--- config.mk ---
export PLATFORM = sky130hd
export DESIGN_NAME = serial_adder
export DESIGN_NICKNAME = d
export VERILOG_FILES = /design/src/rtl/serial_adder.sv
export SDC_FILE = /design/constraint.sdc
export NUM_CORES = 1
export LEC_CHECK = 0
export CORE_MARGIN = 5
export CORE_UTILIZATION = 51
export DETAILED_ROUTE_END_ITERATION = 10
export PLACE_DENSITY = 0.77
export SETUP_SLACK_MARGIN = 0.3
export SLEW_MARGIN = 40
export SYNTH_ARGS = -nofsm -noshare
export SYNTH_HDL_FRONTEND = slang
export SYNTH_SLANG_ARGS = --single-unit
--- constraint.sdc ---
create_clock -name clk -period 1.47 [get_ports clk]
set_input_delay 0.294 -clock clk [delete_from_list [all_inputs] [get_ports clk]]
set_output_delay 0.294 -clock clk [all_outputs]
set_load 0.01 [all_outputs]
--- src/rtl/serial_adder.sv ---
// serial_adder: bit-serial, LSB-first adder built from one full-adder cell and a
// carry flip-flop. Operands are captured on an accepted start, one bit is added
// per clock, and sum/cout are published together with a one-cycle done pulse.
// Optional feature: define SERIAL_ADDER_SUB_EN to add a `sub` input that turns
// the operation into a - b, with cout reporting the borrow.
module serial_adder #(
    parameter int WIDTH = 8
) (
    input  logic             clk,
    input  logic             rst_n,
    input  logic             start,
`ifdef SERIAL_ADDER_SUB_EN
    input  logic             sub,
`endif
    input  logic [WIDTH-1:0] a,
    input  logic [WIDTH-1:0] b,
    output logic             busy,
    output logic             done,
    output logic [WIDTH-1:0] sum,
    output logic             cout
);

    localparam int CW = (WIDTH > 2) ? $clog2(WIDTH) : 1;
    localparam logic [CW-1:0] LAST_BIT = CW'(WIDTH - 1);

    typedef enum logic [1:0] {
        IDLE = 2'd0,
        RUN  = 2'd1,
        DONE = 2'd2
    } state_t;

    state_t           state_q;
    state_t           state_d;
    logic             load;
    logic             step;
    logic             last;

    logic [WIDTH-1:0] ra;
    logic [WIDTH-1:0] rb;
    logic             carry;
    logic [CW-1:0]    count;
    logic [WIDTH-2:0] sum_sr;
    logic [WIDTH-1:0] shifted;
    logic             bit_sum;
    logic             bit_carry;
    logic             sub_in;
    logic             sub_q;

`ifdef SERIAL_ADDER_SUB_EN
    assign sub_in = sub;

    // Remember the operation kind so the final carry can be reported as a borrow.
    always_ff @(posedge clk or negedge rst_n) begin
        if (!rst_n)    sub_q <= 1'b0;
        else if (load) sub_q <= sub_in;
    end
`else
    assign sub_in = 1'b0;
    assign sub_q  = 1'b0;
`endif

    // The single full-adder cell, fed by the operand LSBs and the carry FF.
    assign bit_sum   = ra[0] ^ rb[0] ^ carry;
    assign bit_carry = (ra[0] & rb[0]) | (ra[0] & carry) | (rb[0] & carry);
    // New sum bit enters at the MSB; after WIDTH steps bit 0 has reached position 0.
    assign shifted   = {bit_sum, sum_sr};

    // State register.
    // NOTE: sequential state uses non-blocking assignments so every flop samples
    // the pre-edge values, independent of block ordering.
    always_ff @(posedge clk or negedge rst_n) begin
        if (!rst_n) state_q <= IDLE;
        else        state_q <= state_d;
    end

    // Next-state and datapath control decode.
    // NOTE: every output of this block gets a default first so no latch is inferred
    // on paths that do not assign it.
    always_comb begin
        state_d = state_q;
        load    = 1'b0;
        step    = 1'b0;
        last    = 1'b0;
        unique case (state_q)
            IDLE: begin
                if (start) begin
                    load    = 1'b1;
                    state_d = RUN;
                end
            end
            RUN: begin
                step = 1'b1;
                if (count == LAST_BIT) begin
                    last    = 1'b1;
                    state_d = DONE;
                end
            end
            DONE:    state_d = IDLE;
            default: state_d = IDLE;
        endcase
    end

    assign busy = (state_q == RUN);
    assign done = (state_q == DONE);

    // Operand shift registers, carry FF, bit counter and result registers.
    // NOTE: all datapath registers are reset, including the shift registers, so an
    // aborted operation leaves no stale state behind.
    always_ff @(posedge clk or negedge rst_n) begin
        if (!rst_n) begin
            ra     <= '0;
            rb     <= '0;
            carry  <= 1'b0;
            count  <= '0;
            sum_sr <= '0;
            sum    <= '0;
            cout   <= 1'b0;
        end else if (load) begin
            ra    <= a;
            // Subtraction is a + ~b + 1: invert b and preset the carry.
            rb    <= sub_in ? ~b : b;
            carry <= sub_in;
            count <= '0;
        end else if (step) begin
            ra     <= ra >> 1;
            rb     <= rb >> 1;
            carry  <= bit_carry;
            sum_sr <= shifted[WIDTH-1:1];
            count  <= count + 1'b1;
            // Publish only the complete result so partial sums are never visible.
            if (last) begin
                sum  <= shifted;
                cout <= sub_q ? ~bit_carry : bit_carry;
            end
        end
    end

endmodule

# ---- After elaboration in Yosys (flattened, before gate mapping)
# Index checks and enable logic that the tools add are counted.
dict set report word_totals {
  reg_bits 38
  in_bits 19
  out_inout_bits 11
}
dict set report classes {
  addsub 1
  n_eq_ne 5
  mux 16
  bitwise_logic 8
  reduce_logical 5
}
# cell n
set op_table {}
lappend op_table {{$mux W8} 4}
lappend op_table {{$mux W1} 7}
lappend op_table {{$mux W3} 2}
lappend op_table {{$mux W2} 2}
lappend op_table {{$pmux W2 S2} 1}
lappend op_table {{$reduce_and A2 Y1} 2}
lappend op_table {{$add A3 B1 Y3 const B} 1}
lappend op_table {{$and A1 B1 Y1} 3}
lappend op_table {{$eq A3 B3 Y1 const B} 1}
lappend op_table {{$reduce_and A3 Y1} 1}
lappend op_table {{$eq A2 B1 Y1 const B} 1}
lappend op_table {{$eq A2 B2 Y1 const B} 1}
lappend op_table {{$logic_not A2 Y1} 1}
lappend op_table {{$ne A2 B1 Y1 const B} 1}
lappend op_table {{$ne A2 B2 Y1 const B} 1}
lappend op_table {{$or A1 B1 Y1} 2}
lappend op_table {{$reduce_bool A2 Y1} 1}
lappend op_table {{$xor A1 B1 Y1} 2}
lappend op_table {{$not A1 Y1} 1}

# ---- Logic depth before layout (Yosys ltp)
# Gate-level depths: netlist of the first run.
dict set report logic_depth {
  word_depth 5
  ltp_mapped 7
}

# ---- Worst setup path before layout of the first run
# OpenSTA, ideal clock, no wires.
dict set report synth_timing {
  kind {register -> register}
  from {register count[0]}
  to {register cout}
  setup_time_ns 0.125
  arrival_ns 1.233
  path_slack_ns 0.112
  path_stages_with_launch 5
  path_buffers 0
  synth_period_minus_slack_ns 1.358
  cell_sequence {dfrtp_1 -> ha_1 -> ha_1 -> nand2_8 -> mux2_4}
}
dict set report synth_via {
  elab_chain_cells 4
}
# item line_no
set synth_rtl {}
lappend synth_rtl {{from (decl)} 41} ;# logic [CW-1:0] count;
lappend synth_rtl {{from (signal assigned)} 129} ;# count <= count + 1'b1;
lappend synth_rtl {{$eq A3 B3 Y1} 93} ;# if (count == LAST_BIT) begin
lappend synth_rtl {{$mux W1} 93}
lappend synth_rtl {{$mux W1} 84} ;# unique case (state_q)
lappend synth_rtl {{$reduce_and A3 Y1 (no source line)} -}
lappend synth_rtl {{to (signal assigned)} 133} ;# cout <= sub_q ? ~bit_carry : bit_carry;
lappend synth_rtl {{to (decl)} 20} ;# output logic cout
# Every way passes these cells.
# A chain may end at the register's enable or synchronous reset.

# ---- Worst setup path after layout of the first run
dict set report layout_timing {
  from {register state_q[1]}
  to {output port busy}
}
dict set report layout_via {
  elab_chain_cells 1
}
# item line_no
set layout_rtl {}
lappend layout_rtl {{from (decl)} 32} ;# state_t state_q;
lappend layout_rtl {{from (signal assigned)} 73} ;# else state_q <= state_d;
lappend layout_rtl {{$eq A2 B1 Y1} 103} ;# assign busy = (state_q == RUN);
lappend layout_rtl {{to (decl)} 17} ;# output logic busy,
# Every way passes these cells.

==> impl_metrics.tcl, run 1 <==
set metrics [dict create \
    status "complete, but fails checks" \
    violations "setup timing" \
    path_max_fanout 2 \
    clk_latency_ps 350 \
    setup_ws_ps -17.2 \
    instances_no_fill 250 \
    cts_buffer_depth 2 \
    yosysSeqAreaShare_pct 56.9 \
    cts_root_buf "clkbuf_4" \
    syn_inst 142 \
    syn_avg_cell_area_um2 11.8 \
    path_cells "buf_6 > nand2b_4 > inv_8 > buf_6" \
    drive_gt1_share_pct 47.6 \
    ant_nets 0 \
    cts_tree "yes" \
    final_nets 229 \
    fin_skew_ps 7.07 \
    rsz0062_at_grt "yes" \
    dieArea_mm2 0.00452 \
    die_w_um 67.2 \
    p_leak_nw 1.17 \
    syn_to_final_growth_pct 52.0 \
    synth_nets 164 \
    startpoint_type "flip-flop" \
    wl_per_cell_um 17.3 \
    start_util_pct 53.8 \
    timing.setup.critical_path_class "reg2out" \
    period_needed_ps 1490 \
    critPathArrivalTime_ps 1190 \
    clock_sinks 38 \
    cp_slowest_stage_delay_ps 420 \
    slew_violations 0 \
    cp_num_buf_inv 3 \
    max-cap-violations 0 \
    vias_per_cell 5.59 \
    drt-pass1-iter-count 4 \
    dr_total_vias 1397 \
    setup_viol 6 \
    dp_cells 219 \
    crit_top_cell "buf_6" \
    ir_drop_mv 1.30 \
    p_per_area_mw_per_mm2 2120 \
    grt_start_max_net_pins 39 \
    drc 0 \
    dp_hpwl_mm 2.38 \
    path_clk_slew_ps 100 \
    antenna_found_initial 0 \
    max_clock_freq_mhz 672 \
    hold_viol 0 \
    rows 20 \
    fin_crit_sh_pct 101 \
    htreeDepth 2 \
    hold_buffers 0 \
    first_iter_violations 61 \
    endpoint_kind "output port" \
    grtUsageTotal_pct 20.3 \
    synth_seq_cells 38 \
    antenna_cells 0 \
    pin_count 30 \
    yosys.cell_types.count 24 \
    grt_pass1_wl_mm 6.80 \
    synth_warnings 0 \
    maxSlewHeadroom_pct 67.7 \
    min_path_type "in2async" \
    die_h_um 67.2 \
    p_total_w 0.00537 \
    place_congestion 0.804 \
    crit_slowest_cell "dfrtp_1" \
    cts-buffers-inserted 5 \
    fin_tns_setup_ps -41.7 \
    grt_overflow_total 0 \
    portBuffers 29 \
    synth.cell_area_mm2 0.00167 \
    grt_pass1_vias 1403 \
    finish.utilization_pct 81.8 \
    path_delay_family "flip-flops" \
    coreArea_mm2 0.00310 \
    cp.required_ps 1180 \
    routed_wl_mm 4.31 \
    worst_pin_slew_ps 484 \
]
## metal layers
metal	global-route usage, %	share of wire, %	vias to the layer above
met4	7.34	0.97	0
met3	5.66	4.5	5
met5	0	0	-
met1	24.5	42	698
li1	-	-	645
met2	34.6	53	49
## stage by stage
step	setup WS, ps	instance area (um^2)	hold WS (ps)
2_1_floorplan	209	1690	-1.59
3_3_place_gp	-56.8	2070	462
3_5_place_dp	-146	2070	483
4_1_cts	-0.226	2350	318
5_1_grt	-66.6	2540	326
6_report	-17.2	2540	320
## cells in the final DEF (no fill, tap or decap), types with 3 or more instances in the layout
master and instances:
nand2b_4 4, a2bb2oi_2 3, nor2_4 4, nand2_2 7, dfrtp_1 38, a22o_1 3, nand2_1 13, mux2_4 9
o22ai_2 4, buf_6 11, buf_12 4, o21ai_1 3, nand2_4 3, o22ai_1 19, clkbuf_4 5, clkdlybuf4s50_1 17
buf_4 22, a21oi_1 10, buf_2 7
## cell families after synthesis
family	after synthesis	synth area share, %
DFF	38	56.9
adders and majority gates	3	2.70
buffers and inverters	12	4.87
AOI/OAI and AO/OA	47	17.5
muxes	9	8.09
and+or+nand+nor	33	9.89
## synth_stat cells
master | count | area [um^2]
inv_8 | 1 | 11.3
nor2_1 | 4 | 15.0
nand2b_4 | 1 | 13.8
or4b_1 | 1 | 10.0
fa_1 | 1 | 20.0
and2b_1 | 1 | 7.51
ha_1 | 2 | 25.0
nand2b_1 | 2 | 12.5
a22o_1 | 3 | 26.3
clkbuf_1 | 2 | 7.51
buf_6 | 1 | 11.3
o22ai_1 | 23 | 144
buf_8 | 1 | 15.0
o221a_2 | 1 | 11.3
nand2_8 | 1 | 20.0
nand2_1 | 23 | 86.3
mux2_4 | 9 | 135
a21oi_1 | 12 | 60.1
a2bb2oi_1 | 3 | 26.3
dfrtp_1 | 38 | 951
inv_1 | 3 | 11.3
buf_2 | 2 | 10.0
o21ai_0 | 5 | 25.0
buf_4 | 2 | 15.0
## state kept, by name, indices dropped and copies added (netlist names)
signal,count
sum,8
cout,1
carry,1
sum_sr,7
ra,8
state_q,2
rb,8
count,3
## worst register-to-register path: stages (launching register included)
cell	delay [ps]
dfrtp_1	420
buf_6	130
nand2b_4	160
inv_8	60
buf_4	100
buf_12	130
nand2_8	80
mux2_4	300
## cell type report
| class | instances | area, um^2 |
|---|---|---|
| Sequential cell | 38 | 951 |
| Multi-Input combinational cell | 94 | 843 |
| Timing Repair Buffer | 64 | 613 |
| Fill cell | 201 | 564 |
| Tap cell | 44 | 55.1 |
| Clock buffer | 6 | 51.3 |
| Inverter | 4 | 25.0 |
## worst paths after layout
kind / start / to / slack [ps] / cells past startpoint
setup / recovery: state_q[1]$_DFFE_PN0P_ / busy / -20 / 4
hold / removal: rst_n / sum_sr[5]$_DFFE_PN0P_ / 320 / 2
setup reg to reg: state_q[1]$_DFFE_PN0P_ / sum[5]$_DFFE_PN0P_ / -10 / 7
hold reg to reg: sum_sr[0]$_DFFE_PN0P_ / sum_sr[0]$_DFFE_PN0P_ / 500 / 2
max in group asynchronous: rst_n / rb[3]$_DFFE_PN0P_ / 960 / 2
min in group clk: a[7] / ra[7]$_DFFE_PN0P_ / 480 / 3
## power by group
part | switching [W] | total (W) | internal (W)
clock network | 0.000331 | 0.000547 | 0.000216
logic | 0.00122 | 0.00286 | 0.00164
registers | 0.000429 | 0.00196 | 0.00153
## what timing repair did
action                                 in CTS  in global routing
endpoints found under the hold margin       0                  0
gates cloned                                2                  0
gates resized for setup                    85                 30
buffers inserted                           13                 10
setup endpoints to repair                  38                 49
pin swaps                                  14                  5
No activity file was read; power rests on OpenSTA's default activity.
==> inputs of run 2 (changes only) <==
- CTS_CLUSTER_DIAMETER: not set -> 50
==> results of run 2 <==
No change in the layout: final DEF, timing and power equal those of run 1.
==> inputs of run 3 (changes only) <==
- CORE_UTILIZATION: 51 -> 48
- PLACE_DENSITY: 0.77 -> 0.73
==> run 3 against run 2 <==
Compared with the run above:
- the run still ends with setup timing left
- combinational power increased by 10%
- wire length rose by 3.2%
- register-to-register slack is essentially flat
- largest power group unchanged
- highest routed layer unchanged
==> impl_metrics.tcl, run 3 (synthesized netlist as in run 1, its figures left out) <==
set metrics [dict create \
    holdWs_ps 296 \
    path_max_fanout 3 \
    dp_cells 221 \
    drive_gt1_share_pct 58.7 \
    crit_top_cell "buf_6" \
    rrSetupSlack_ps -20 \
    grtUsageTotal_pct 19.8 \
    cp.required_ps 1720 \
    crit_slowest_cell "or4b_4" \
    min_path_type "in2async" \
    worst_pin_slew_ps 414 \
    max-cap-violations 0 \
    ant_nets 0 \
    clock_sinks 38 \
    setup_ws_ps -18.5 \
    cts-buffers-inserted 5 \
    syn_to_final_growth_pct 63.4 \
    period_needed_ps 1490 \
    portBuffers 29 \
    dieArea_mm2 0.00476 \
    violations "setup timing" \
    timing.setup.critical_path_class "reg2reg" \
    hold_buffers 0 \
    path_clk_slew_ps 130 \
    fin_skew_ps 14.3 \
    coreArea_mm2 0.00336 \
    slew_violations 0 \
    placedInstanceArea_mm2 0.00208 \
    fin_crit_sh_pct 101 \
    cts_buffer_depth 2 \
    reg2reg_to "ra[4]$_DFFE_PN0P_" \
    grt_pass1_wl_mm 6.84 \
    cts_tree "yes" \
    p_per_area_mw_per_mm2 2110 \
    p_leak_nw 1.23 \
    fin_tns_setup_ps -31.5 \
    rsz0062_at_grt "yes" \
    grt_pass1_vias 1449 \
    setup_viol 2 \
    rows 21 \
    start_util_pct 49.7 \
    cts_root_buf "clkbuf_4" \
    vias_per_cell 5.44 \
    instances_no_fill 259 \
    path_delay_family "simple AND/OR/NAND/NOR gates" \
    dr_total_vias 1408 \
    routed_wl_mm 4.45 \
    startpoint_type "flip-flop" \
    cp_slowest_stage_delay_ps 510 \
    dp_hpwl_mm 2.45 \
    critPathArrivalTime_ps 1730 \
    antenna_cells 0 \
    hold_viol 0 \
    maxSlewHeadroom_pct 72.4 \
    drc 0 \
    max_clock_freq_mhz 672 \
    status "complete, but fails checks" \
    final_nets 234 \
    die_h_um 69.0 \
    ir_drop_mv 1.09 \
    antenna_found_initial 0 \
    r2r-start "state_q[1]$_DFFE_PN0P_" \
    top_regs "ra (8), rb (8), sum (8)" \
    final_cell_mix "dfrtp_1, buf_4, clkdlybuf4s50_1, o22ai_2, buf_6" \
    first_iter_violations 81 \
    path_cells "buf_6 > buf_6 > buf_6 > or4b_4 > o221a_4" \
    place_congestion 0.807 \
    layout_commonest_cell "dfrtp_1" \
    htreeDepth 2 \
    wl_per_cell_um 17.2 \
    cp_num_buf_inv 3 \
    r2r_cells 5 \
    endpoint_kind "flip-flop" \
    clk_latency_ps 350 \
    grt_start_max_net_pins 39 \
    drt-pass1-iter-count 4 \
    grt_overflow_total 0 \
    fin_area_mm2 0.00273 \
    pin_count 30 \
    die_w_um 69.0 \
]
==> run 3: changes by cell type in the layout (fill, tap and decap cells not counted), sizes merged <==
cell,previous run,this run
buf,46,50
clkinv,0,1
clkinvlp,0,1
clkbuf,6,7
==> run 3: cell type report <==
cell class              count  area, um^2
clock buffers               6        51.3
well taps                  46        57.6
repair buffers             69         659
inverters                   4        25.0
flip-flops and latches     38         951
fillers                   203         634
multi-input cells          94         972
clock inverters             2        12.5
==> run 3: metrics by stage <==
| step | power [W] | util [%] | setup slack [ps] |
|---|---|---|---|
| CTS | 0.00497 | 73.0 | -20.6 |
| finish | 0.00576 | 81.1 | -18.5 |
| global route | 0.00611 | 81.1 | -66.5 |
| global placement | 0.00373 | 61.8 | -37.9 |
| detailed placement | 0.00387 | 61.8 | -73.0 |
| floorplan | 0.00320 | - | 209 |
==> run 3: report_power, final <==
group	leakage [nW]	internal [W]	switching (W)	total (W)
sequential	0.461	0.00153	0.000487	0.00202
clock	0.0343	0.000230	0.000361	0.000591
combinational	0.739	0.00184	0.00131	0.00315
total	1.23	0.00360	0.00216	0.00576
==> run 3: worst max path at each step <==
stage,to,cells after the start,from
after floorplan,cout$_DFFE_PN0P_,4,count[0]$_DFFE_PN0P_
after global placement,ra[4]$_DFFE_PN0P_,3,start
after detailed placement,ra[4]$_DFFE_PN0P_,3,start
after CTS,ra[4]$_DFFE_PN0P_,5,state_q[1]$_DFFE_PN0P_
after global routing,busy,4,state_q[1]$_DFFE_PN0P_
final,ra[4]$_DFFE_PN0P_,5,state_q[1]$_DFFE_PN0P_
==> run 3: repair_timing <==
action	4_1_cts	5_1_grt
gates resized for setup	90	44
setup endpoints to repair	38	49
cloned	2	2
pin swaps	25	10
setup buffers	20	6
==> run 3: routing by layer <==
layer	GRT usage (%)	vias to the layer above	share of wire, %
met5	0	-	0
li1	-	657	-
met2	34.0	36	52
met1	23.8	706	41
met4	7.79	0	1.8
met3	4.86	9	4.7
